**config.mk**
```make
export PLATFORM = sky130hd
export DESIGN_NAME = router_out_arbiter
export DESIGN_NICKNAME = d
export VERILOG_FILES = /design/src/rtl/router_out_arbiter.sv
export SDC_FILE = /design/constraint.sdc
export NUM_CORES = 1
export LEC_CHECK = 0
export ABC_AREA = 1
export CORE_ASPECT_RATIO = 0.6
export CORE_MARGIN = 2
export CORE_UTILIZATION = 45
export DETAILED_ROUTE_END_ITERATION = 8
export PLACE_DENSITY = 0.76
export SLEW_MARGIN = 10
export SYNTH_ARGS = -nofsm -noshare
export SYNTH_HDL_FRONTEND = slang
export SYNTH_SLANG_ARGS = --single-unit
```
**constraint.sdc**
```tcl
create_clock -name clk -period 5.75 [get_ports clk]
set_clock_uncertainty 0.2 [all_clocks]
set_input_delay 0.575 -clock clk [delete_from_list [all_inputs] [get_ports clk]]
set_output_delay 0.575 -clock clk [all_outputs]
set_load 0.1 [all_outputs]
```
**src/rtl/router_out_arbiter.sv**
```systemverilog
// Per-output-port round-robin arbiter. It holds a grant for one packet, then forces a one-cycle idle gap.
// Optional forced release after TIMEOUT clocks is built when ROUTER_ARB_TIMEOUT_EN is defined.
module router_out_arbiter #(
    parameter  int NPORTS  = 16,
    parameter  int TIMEOUT = 256,
    localparam int IDW     = $clog2(NPORTS)
) (
    input  logic              clk,
    input  logic              reset_n,
    input  logic [NPORTS-1:0] req,
    input  logic              pkt_done,
    output logic [NPORTS-1:0] gnt,
    output logic [IDW-1:0]    gnt_id,
    output logic              busy,
    output logic              timeout
);
    typedef enum logic [1:0] {IDLE, GRANT, HOLDOFF} state_t;

    state_t            state_q, state_d;
    logic [NPORTS-1:0] gnt_q, gnt_d;
    logic [IDW-1:0]    gnt_id_q, gnt_id_d;
    logic [IDW-1:0]    last_q, last_d;
    logic [IDW-1:0]    win_id, idx;
    logic              win_found;
    logic              to_hit;
    logic              rel;

    // Search starts at last+1 and wraps; the final step (i == NPORTS) lands back on last.
    always_comb begin
        win_found = 1'b0;
        win_id    = '0;
        idx       = '0;
        for (int i = 1; i <= NPORTS; i++) begin
            idx = last_q + IDW'(i);
            if (!win_found && req[idx]) begin
                win_found = 1'b1;
                win_id    = idx;
            end
        end
    end

`ifdef ROUTER_ARB_TIMEOUT_EN
    localparam int CW = (TIMEOUT > 2) ? $clog2(TIMEOUT) : 1;
    logic [CW-1:0] cnt_q, cnt_d;
    logic          timeout_q;

    // A pkt_done on the terminal cycle wins, so the release counts as normal.
    always_comb begin
        cnt_d  = cnt_q;
        to_hit = (state_q == GRANT) && (cnt_q == CW'(TIMEOUT - 1)) && !pkt_done;
        if (state_q == GRANT) cnt_d = cnt_q + CW'(1);
        else                  cnt_d = '0;
    end

    always_ff @(posedge clk or negedge reset_n) begin
        if (!reset_n) begin
            cnt_q     <= '0;
            timeout_q <= 1'b0;
        end else begin
            cnt_q     <= cnt_d;
            timeout_q <= to_hit;
        end
    end

    assign timeout = timeout_q;
`else
    assign to_hit  = 1'b0;
    assign timeout = 1'b0;
`endif

    always_comb begin
        state_d  = state_q;
        gnt_d    = gnt_q;
        gnt_id_d = gnt_id_q;
        last_d   = last_q;
        rel      = pkt_done | to_hit;
        case (state_q)
            IDLE: begin
                if (win_found) begin
                    state_d       = GRANT;
                    gnt_d         = '0;
                    gnt_d[win_id] = 1'b1;
                    gnt_id_d      = win_id;
                end
            end
            GRANT: begin
                if (rel) begin
                    state_d = HOLDOFF;
                    gnt_d   = '0;
                    last_d  = gnt_id_q;
                end
            end
            HOLDOFF: state_d = IDLE;
            default: begin
                state_d = IDLE;
                gnt_d   = '0;
            end
        endcase
    end

    always_ff @(posedge clk or negedge reset_n) begin
        if (!reset_n) begin
            state_q  <= IDLE;
            gnt_q    <= '0;
            gnt_id_q <= '0;
            last_q   <= IDW'(NPORTS - 1);
        end else begin
            state_q  <= state_d;
            gnt_q    <= gnt_d;
            gnt_id_q <= gnt_id_d;
            last_q   <= last_d;
        end
    end

    assign gnt    = gnt_q;
    assign gnt_id = gnt_id_q;
    assign busy   = (state_q != IDLE);
endmodule

```
==> flow_metrics.py, run 1 <==
metrics = {
    "die": {
        "start_util_pct": 46.3,
        "die_h_um": 65.3,
        "fp.dieW_um": 106,
        "rows": 22,
        "boundaryPins": 41,
        "core_area_um2": 6080,
        "dieArea_um2": 6930,
    },
    "critical_path": {
        "crit_type": "flop to flop",
        "slowest_delay_ns": 0.80,
        "cp-start-kind": "flop",
        "crit_start": "last_q[0]",
        "slowest_stage": "dfstp_2",
        "cpLargestDelayFamily": "simple AND/OR/NAND/NOR gates",
        "required_ns": 5.76,
        "critical_path_peak_fanout": 24,
        "reg2reg_setup_slack_ns": 0.89,
        "end_kind": "flop",
        "r2r-start": "last_q[0]",
        "crit_chain": "inv_2, ha_1, inv_1, nand3_1, nand3_1, nand2_1, nand2_1, nand2_1, inv_1, nand4_4, nor2_4, nand4_4, nor3_4, nand3_2, nor2_4, nand3b_1, nand2_1, inv_2, a21oi_4, nand2_1, nand2_1",
        "crit_top_cell": "nand2_1",
        "cp.arrival_ns": 4.87,
        "critPathBufInv": 4,
    },
    "yosys": {
        "synth_fa_ha_area_share_pct": 3.56,
        "ys_types": 32,
        "synth_compound_area_share_pct": 5.60,
        "synth.cell_area_um2": 2820,
        "synth-edff-count": 0,
        "syn_inst": 473,
        "synth-seq-cells": 26,
        "yosysMostFrequentCell": "nand2_1",
        "yosys_warnings": 0,
        "synthMuxAreaShare_pct": 0,
        "synth_common_cells": "nand2_1 (167), nand3_1 (105), inv_1 (47)",
        "yosysSeqAreaShare_pct": 23.3,
        "synth-xor-area-share_pct": 3.07,
        "yosys.area_share.simple_pct": 54.5,
        "synth_top_family_by_area": "simple AND/OR/NAND/NOR gates",
        "ys_top_cells_by_area": "nand2_1 (22%), dfrtp_1 (20%), nand3_1 (19%)",
        "async_flop_share_pct": 100,
        "syn-num-nets": 500,
        "yosys.area.top_type": "nand2_1",
        "synth_top_area_share_pct": 22.3,
        "syn_avg_cell_area_um2": 5.95,
        "yosys_most_used_dff": "dfrtp_1",
    },
    "placement": {
        "io_buffers": 39,
        "hpwl_mm": 7.35,
        "routabilityCongestion": 1.09,
    },
    "global_route": {
        "antenna_found_initial": 0,
        "grt_usage_pct": 27.0,
        "grt_pass1_wl_mm": 14.5,
        "grt_overflow": 0,
        "grt_max_degree": 27,
        "grt_pass1_vias": 2810,
    },
    "clocking": {
        "cts_hold_repair.buffers": 0,
        "cts.sinks": 26,
        "htreeDepth": 1,
        "post-cts-setup-buffers": 0,
        "post_cts_resized": 0,
        "cts_inserted_buffers": 3,
        "clk_pin_slew_ns": 0.09,
        "insertion_delay_ns": 0.27,
        "cts_buffer_depth": 2,
        "cts-root-buf": "clkbuf_8",
        "cts_tree": "done",
    },
    "timing": {
        "fmax_mhz": 206,
        "period_needed_ns": 4.86,
        "slew_headroom_pct": 33.9,
        "setup_viol": 0,
        "hold_viol_final": 0,
        "rsz0062_at_grt": "no",
        "setup_tns_ns": 0,
        "slew_viol_final": 0,
        "tightest_slew_ns": 0.989,
        "fin_crit_sh_pct": 84.5,
        "holdWs_ns": 0.0833,
    },
    "finish": {
        "nets": 533,
        "antenna_cells": 0,
        "area_growth_pct": 16.4,
        "layout-drive-gt1-share_pct": 5.94,
    },
    "detailed_routing": {
        "drt_iter0_drc": 465,
        "drc_errors": 0,
        "wirelength_mm": 9.00,
        "drt-pass1-iter-count": 5,
        "vias": 3248,
        "wl_per_cell_um": 15.3,
        "detail-route-antenna-nets": 0,
        "vias_per_cell": 5.51,
    },
    "min_path": {
        "holdCritPathClass": "primary input to asynchronous set/reset pin",
    },
    "run_status": {
        "outcome": "finished, final reports clean",
    },
    "flow_run": {
        "cap_violations": 0,
    },
}
layer usage:
layer | share of wire, % | global-route usage (%)
met5 | 0 | 0
met4 | 0.40 | 1.97
met3 | 14 | 8.13
met2 | 35 | 34.4
met1 | 51 | 44.3
final timing paths:
path | end | cells after the start
hold / removal | gnt[11] | 1
max in group asynchronous | last_q[1] | 1
setup reg to reg | gnt[2] | 21
min in group clk | gnt[14] | 2
hold reg to reg | gnt[14] | 2
setup / recovery | gnt[2] | 21
sequential cells by signal, indices dropped and copies added, names as in the netlist:
register,count
gnt_id,4
last_q,4
state_q,2
gnt,16
layout make-up:
type | instances | area (um^2)
Timing Repair Buffer | 40 | 393
Clock buffer | 4 | 45.0
Fill cell | 609 | 2810
Sequential cell | 26 | 656
Multi-Input combinational cell | 383 | 1880
Inverter | 52 | 195
Tap cell | 84 | 105
worst register-to-register path, cell delays in order (launching register included):
cell and delay [ns]:
dfstp_2 0.80, inv_2 0.24, ha_1 0.54, inv_1 0.37
nand3_1 0.19, nand3_1 0.12, nand2_1 0.10, nand2_1 0.07
nand2_1 0.12, inv_1 0.15, nand4_4 0.14, nor2_4 0.19
nand4_4 0.14, nor3_4 0.24, nand3_2 0.14, nor2_4 0.16
nand3b_1 0.12, nand2_1 0.11, inv_2 0.11, a21oi_4 0.36
nand2_1 0.10, nand2_1 0.09
cell families (layout without fill, tap and decap cells):
logic type | count (synthesis) | in the layout
buf+inv | 64 | 96
other cells | 1 | 1
compound gates | 26 | 26
simple gates | 339 | 339
xor+xnor | 9 | 9
flops | 26 | 26
fa+ha+maj | 8 | 8
through the flow:
| stage | setup WS [ns] | utilization [%] | instances | area [um^2] |
|---|---|---|---|---|
| after floorplan | 1.97 | - | 473 | 2820 |
| after global placement | 1.04 | 53.2 | 585 | 3240 |
| after detailed placement | 0.979 | 53.2 | 585 | 3240 |
| after CTS | 0.955 | 53.9 | 589 | 3280 |
| after global routing | 0.341 | 53.8 | 589 | 3280 |
| final | 0.889 | 53.8 | 589 | 3280 |
layout by cell type (no fill, tap or decap), types with 2 or more instances in the layout:
master / n
a21oi_1: 6
a31oi_1: 2
clkbuf_8: 3
clkdlybuf4s50_1: 38
dfrtp_1: 22
dfstp_2: 4
ha_1: 8
inv_1: 47
inv_2: 5
nand2_1: 167
nand3_1: 105
nand3_2: 2
nand3b_1: 2
nand4_1: 9
nand4_4: 2
nor2_1: 40
nor2_2: 5
nor2_4: 3
nor3_1: 2
o21a_1: 4
o21ai_0: 11
xnor2_1: 2
xor2_1: 6
Power of run 1 is not shown: default switching activity piles up to over one toggle a cycle in this logic, so the estimate is an artifact.
==> run 2: changes to the inputs <==
Clock period 5.75 ns to 5.1 ns, I/O delays scaled along.
==> run 2 against run 1 <==
Non-clock buffer count grew 5. Maximum frequency up 16%. Routed wire length is 1.6% lower. Core utilization grew 0.62 points. Global-route usage is 0.24 points lower. Critical path depth down 2. Count of clock-buffer cells in the layout unchanged. Critical path type unchanged.
==> flow_metrics.py, run 2 (synthesis results as in run 1) <==
metrics = {
    "die": {
        "die_h_um": 65.3,
        "rows": 22,
        "fp.dieW_um": 106,
        "core_area_um2": 6080,
        "dieArea_um2": 6930,
        "start_util_pct": 46.3,
        "boundaryPins": 41,
    },
    "global_route": {
        "grt_pass1_wl_mm": 14.4,
        "grt_overflow": 0,
        "grt_usage_pct": 26.7,
        "grt_max_degree": 27,
        "grt_pass1_vias": 2826,
        "antenna_found_initial": 0,
    },
    "detailed_routing": {
        "detail-route-antenna-nets": 0,
        "drc_errors": 0,
        "wl_per_cell_um": 14.9,
        "wirelength_mm": 8.85,
        "drt-pass1-iter-count": 6,
        "vias": 3278,
        "vias_per_cell": 5.52,
        "drt_iter0_drc": 364,
    },
    "critical_path": {
        "cp-start-kind": "flop",
        "cpLargestDelayFamily": "simple AND/OR/NAND/NOR gates",
        "end_kind": "flop",
        "crit_chain": "inv_1, ha_1, inv_1, o21ai_1, nand2_1, inv_1, a21oi_1, inv_1, nor2_4, nand4_4, nor3_4, nand3_2, nor2_4, nand3b_1, nand2_1, inv_2, a21oi_4, nand2_1, nand2_1",
        "critical_path_peak_fanout": 16,
        "crit_type": "flop to flop",
        "slowest_stage": "dfstp_2",
        "required_ns": 5.12,
        "slowest_delay_ns": 0.53,
        "cp.arrival_ns": 4.21,
        "critPathBufInv": 5,
    },
    "clocking": {
        "clk_pin_slew_ns": 0.09,
        "cts.sinks": 26,
        "cts_buffer_depth": 2,
        "cts-root-buf": "clkbuf_8",
        "cts_hold_repair.buffers": 0,
        "cts_tree": "done",
        "post-cts-setup-buffers": 0,
        "post_cts_resized": 0,
        "cts_inserted_buffers": 3,
        "htreeDepth": 1,
        "insertion_delay_ns": 0.27,
    },
    "timing": {
        "rsz0062_at_grt": "no",
        "setup_viol": 0,
        "fin_crit_sh_pct": 82.2,
        "hold_viol_final": 0,
        "slew_headroom_pct": 34.5,
        "setup_tns_ns": 0,
        "fmax_mhz": 239,
        "period_needed_ns": 4.19,
        "slew_viol_final": 0,
        "tightest_slew_ns": 0.979,
        "setup_slack_ns": 0.910,
    },
    "finish": {
        "area_growth_pct": 17.7,
        "regArea_um2": 656,
        "fin_cells": 594,
        "multi_input_area_um2": 1880,
        "fill_cells": 613,
        "final_cell_mix": "nand2_1 (167), nand3_1 (105), inv_1 (47), nor2_1 (40), clkdlybuf4s50_1 (38)",
        "antenna_cells": 0,
        "nets": 538,
        "mostFrequentLayoutCell": "nand2_1",
        "layout-drive-gt1-share_pct": 6.86,
        "largest_reg_flops": 16,
    },
    "placement": {
        "dp_slack_ns": 1.04,
        "hpwl_mm": 7.20,
        "io_buffers": 39,
        "dp_cells": 590,
        "routabilityCongestion": 0.966,
    },
    "min_path": {
        "holdCritPathClass": "primary input to asynchronous set/reset pin",
    },
    "run_status": {
        "outcome": "finished, final reports clean",
    },
    "flow_run": {
        "cap_violations": 0,
    },
}
run 2: cell types whose count changed in the layout (fill, tap and decap cells not counted), sizes merged:
| cell | change |
|---|---|
| buf | +5 |
run 2: layout make-up:
type | instances | share of cell area [%]
Multi-Input combinational cell | 383 | 56.8
Sequential cell | 26 | 19.8
Timing Repair Buffer | 45 | 13.0
Inverter | 52 | 5.89
Tap cell | 84 | 3.17
Clock buffer | 4 | 1.36
run 2: metrics by stage:
stage | hold WS (ns) | utilization (%) | cell area, um^2
after global placement | 0.265 | 53.8 | 3270
after detailed placement | 0.265 | 53.8 | 3270
after floorplan | 0.0144 | - | 2820
after CTS | 0.289 | 54.5 | 3320
after global routing | 0.0599 | 54.5 | 3310
final | 0.0134 | 54.5 | 3310
run 2: path summary, 6_finish.rpt:
check                          start   endpoint  slack [ns]  cells after the start
min in group clk             gnt[15]    gnt[15]        0.29                      2
min reg2reg                  gnt[15]    gnt[15]        0.29                      2
max                        last_q[2]    gnt[10]        0.91                     19
max reg2reg                last_q[2]    gnt[10]        0.91                     19
min                          reset_n    gnt[10]        0.01                      1
max in group asynchronous    reset_n  last_q[3]        4.30                      1
run 2: layer usage:
metal / part of all wire [%] / up-vias / track usage, %
li1: - / 1611 / -
met1: 48 / 1474 / 41.5
met2: 37 / 185 / 35.7
met3: 14 / 8 / 9.72
met4: 0.76 / 0 / 2.30
met5: 0 / - / 0
Power of run 2 is left out for the same reason.
==> run 3: changes to the inputs <==
Clock period 5.1 ns to 4.26 ns, I/O delays scaled along.
==> run 3 against run 2 <==
Sequential share of layout area fell by 1.8 points. Core utilization grew 5.6 points. Critical path depth increased by 3. Flip-flop and latch count unchanged. Non-clock buffer count up 26. Hold slack better by 0.16 ns. Global-route usage is 0.33 points higher. Critical endpoint is now gnt[7]. Critical path type unchanged. Maximum frequency up 4.7%.
==> flow_metrics.py, run 3 (synthesis results as in run 1) <==
metrics = {
    "timing": {
        "fin_crit_sh_pct": 94.0,
        "slew_headroom_pct": 34.3,
        "hold_viol_final": 0,
        "fmax_mhz": 250,
        "tightest_slew_ns": 0.982,
        "setup_viol": 0,
        "slew_viol_final": 0,
        "period_needed_ns": 4.00,
    },
    "placement": {
        "routabilityCongestion": 0.986,
        "io_buffers": 39,
        "place_area_um2": 3360,
        "hpwl_mm": 7.31,
    },
    "critical_path": {
        "crit_type": "flop to flop",
        "reg2reg_setup_slack_ns": 0.26,
        "end_kind": "flop",
        "critical_path_peak_fanout": 23,
        "required_ns": 4.28,
        "cp-start-kind": "flop",
        "cp.arrival_ns": 4.02,
    },
    "die": {
        "rows": 22,
        "boundaryPins": 41,
        "dieArea_um2": 6930,
        "die_h_um": 65.3,
        "core_area_um2": 6080,
        "fp.dieW_um": 106,
        "start_util_pct": 46.3,
    },
    "clocking": {
        "htreeDepth": 1,
        "cts_tree": "done",
        "cts_inserted_buffers": 3,
        "cts.sinks": 26,
        "insertion_delay_ns": 0.28,
        "cts_buffer_depth": 2,
        "cts_hold_repair.buffers": 0,
        "clk_pin_slew_ns": 0.09,
        "cts-root-buf": "clkbuf_8",
    },
    "flow_run": {
        "cap_violations": 0,
    },
    "detailed_routing": {
        "drt_iter0_drc": 413,
        "wl_per_cell_um": 14.8,
        "drc_errors": 0,
        "vias_per_cell": 5.40,
        "detail-route-antenna-nets": 0,
        "drt-pass1-iter-count": 5,
        "vias": 3345,
        "wirelength_mm": 9.15,
    },
    "finish": {
        "multi_input_area_um2": 1990,
        "final_cell_mix": "nand2_1 (162), nand3_1 (104), inv_1 (44), clkdlybuf4s50_1 (39), nor2_1 (38)",
        "fill_cells": 564,
        "largest_reg_flops": 16,
        "regArea_um2": 656,
        "design_area_um2": 3650,
        "mostFrequentLayoutCell": "nand2_1",
        "layout-drive-gt1-share_pct": 15.1,
        "nets": 564,
        "antenna_cells": 0,
        "area_growth_pct": 29.8,
    },
    "global_route": {
        "grt_pass1_wl_mm": 14.6,
        "grt_usage_pct": 27.0,
        "grt_max_degree": 24,
        "grt_pass1_vias": 2903,
        "grt_overflow": 0,
        "antenna_found_initial": 0,
    },
    "min_path": {
        "holdCritPathClass": "primary input to asynchronous set/reset pin",
    },
    "run_status": {
        "outcome": "finished, final reports clean",
    },
}
run 3: cell count changes in the layout (fill, tap and decap cells not counted), sizes merged:
cell and change:
buf +25, clkdlybuf4s50 +1, clkinvlp +1, inv -1
run 3: critical path, cell delays in order (launching register included):
cell and delay (ns):
dfstp_2 0.56, buf_6 0.22, ha_2 0.25, xnor2_1 0.18, nand3_1 0.15, nand2_2 0.10
nand2_1 0.10, nand2_2 0.08, buf_4 0.14, nor2_4 0.14, nand4_4 0.12, nor2_4 0.20
nand4_4 0.13, nor3_4 0.25, nand3_2 0.14, nor2_4 0.18, nand3b_1 0.11, nand2_1 0.10
inv_2 0.11, a21oi_4 0.16, buf_4 0.19, nand2_1 0.06, nand2_1 0.06
run 3: final timing paths:
check	start	end	cells past startpoint
max reg2reg	last_q[0]	gnt[7]	22
min in group clk	gnt[7]	gnt[7]	2
max	last_q[0]	gnt[7]	22
min reg2reg	gnt[7]	gnt[7]	2
max in group asynchronous	reset_n	last_q[1]	2
min	reset_n	gnt[13]	1
run 3: what timing repair did:
item                       CTS  global route
setup buffers                0            14
pin swaps                    0             8
setup endpoints to repair    2            19
resized for setup            1            29
hold endpoints to repair     0             0
run 3: cell type report:
class                           instances  area share, %
Multi-Input combinational cell        383           54.6
Inverter                               52           5.51
Sequential cell                        26           17.9
Timing Repair Buffer                   71           17.6
Clock buffer                            4           1.51
Tap cell                               84           2.88
run 3: per-layer routing:
| metal | global-route usage (%) | vias up | part of all wire (%) |
|---|---|---|---|
| li1 | - | 1663 | - |
| met1 | 43.3 | 1508 | 49 |
| met2 | 35.9 | 169 | 38 |
| met3 | 6.45 | 5 | 12 |
| met4 | 5.10 | 0 | 0.58 |
| met5 | 0 | - | 0 |
run 3: through the flow:
step           setup WS, ns  setup TNS (ns)  std cells  hold WS (ns)  utilization [%]
2_1_floorplan         0.475               0        473       -0.0696                -
3_3_place_gp         0.0677               0        602         0.265             55.3
3_5_place_dp         0.0327               0        602         0.271             55.3
4_1_cts              0.0779               0        606         0.178             56.2
5_1_grt             -0.0173         -0.0245        620         0.188             60.1
6_report              0.257               0        620         0.173             60.1
Power of run 3 is left out for the same reason.
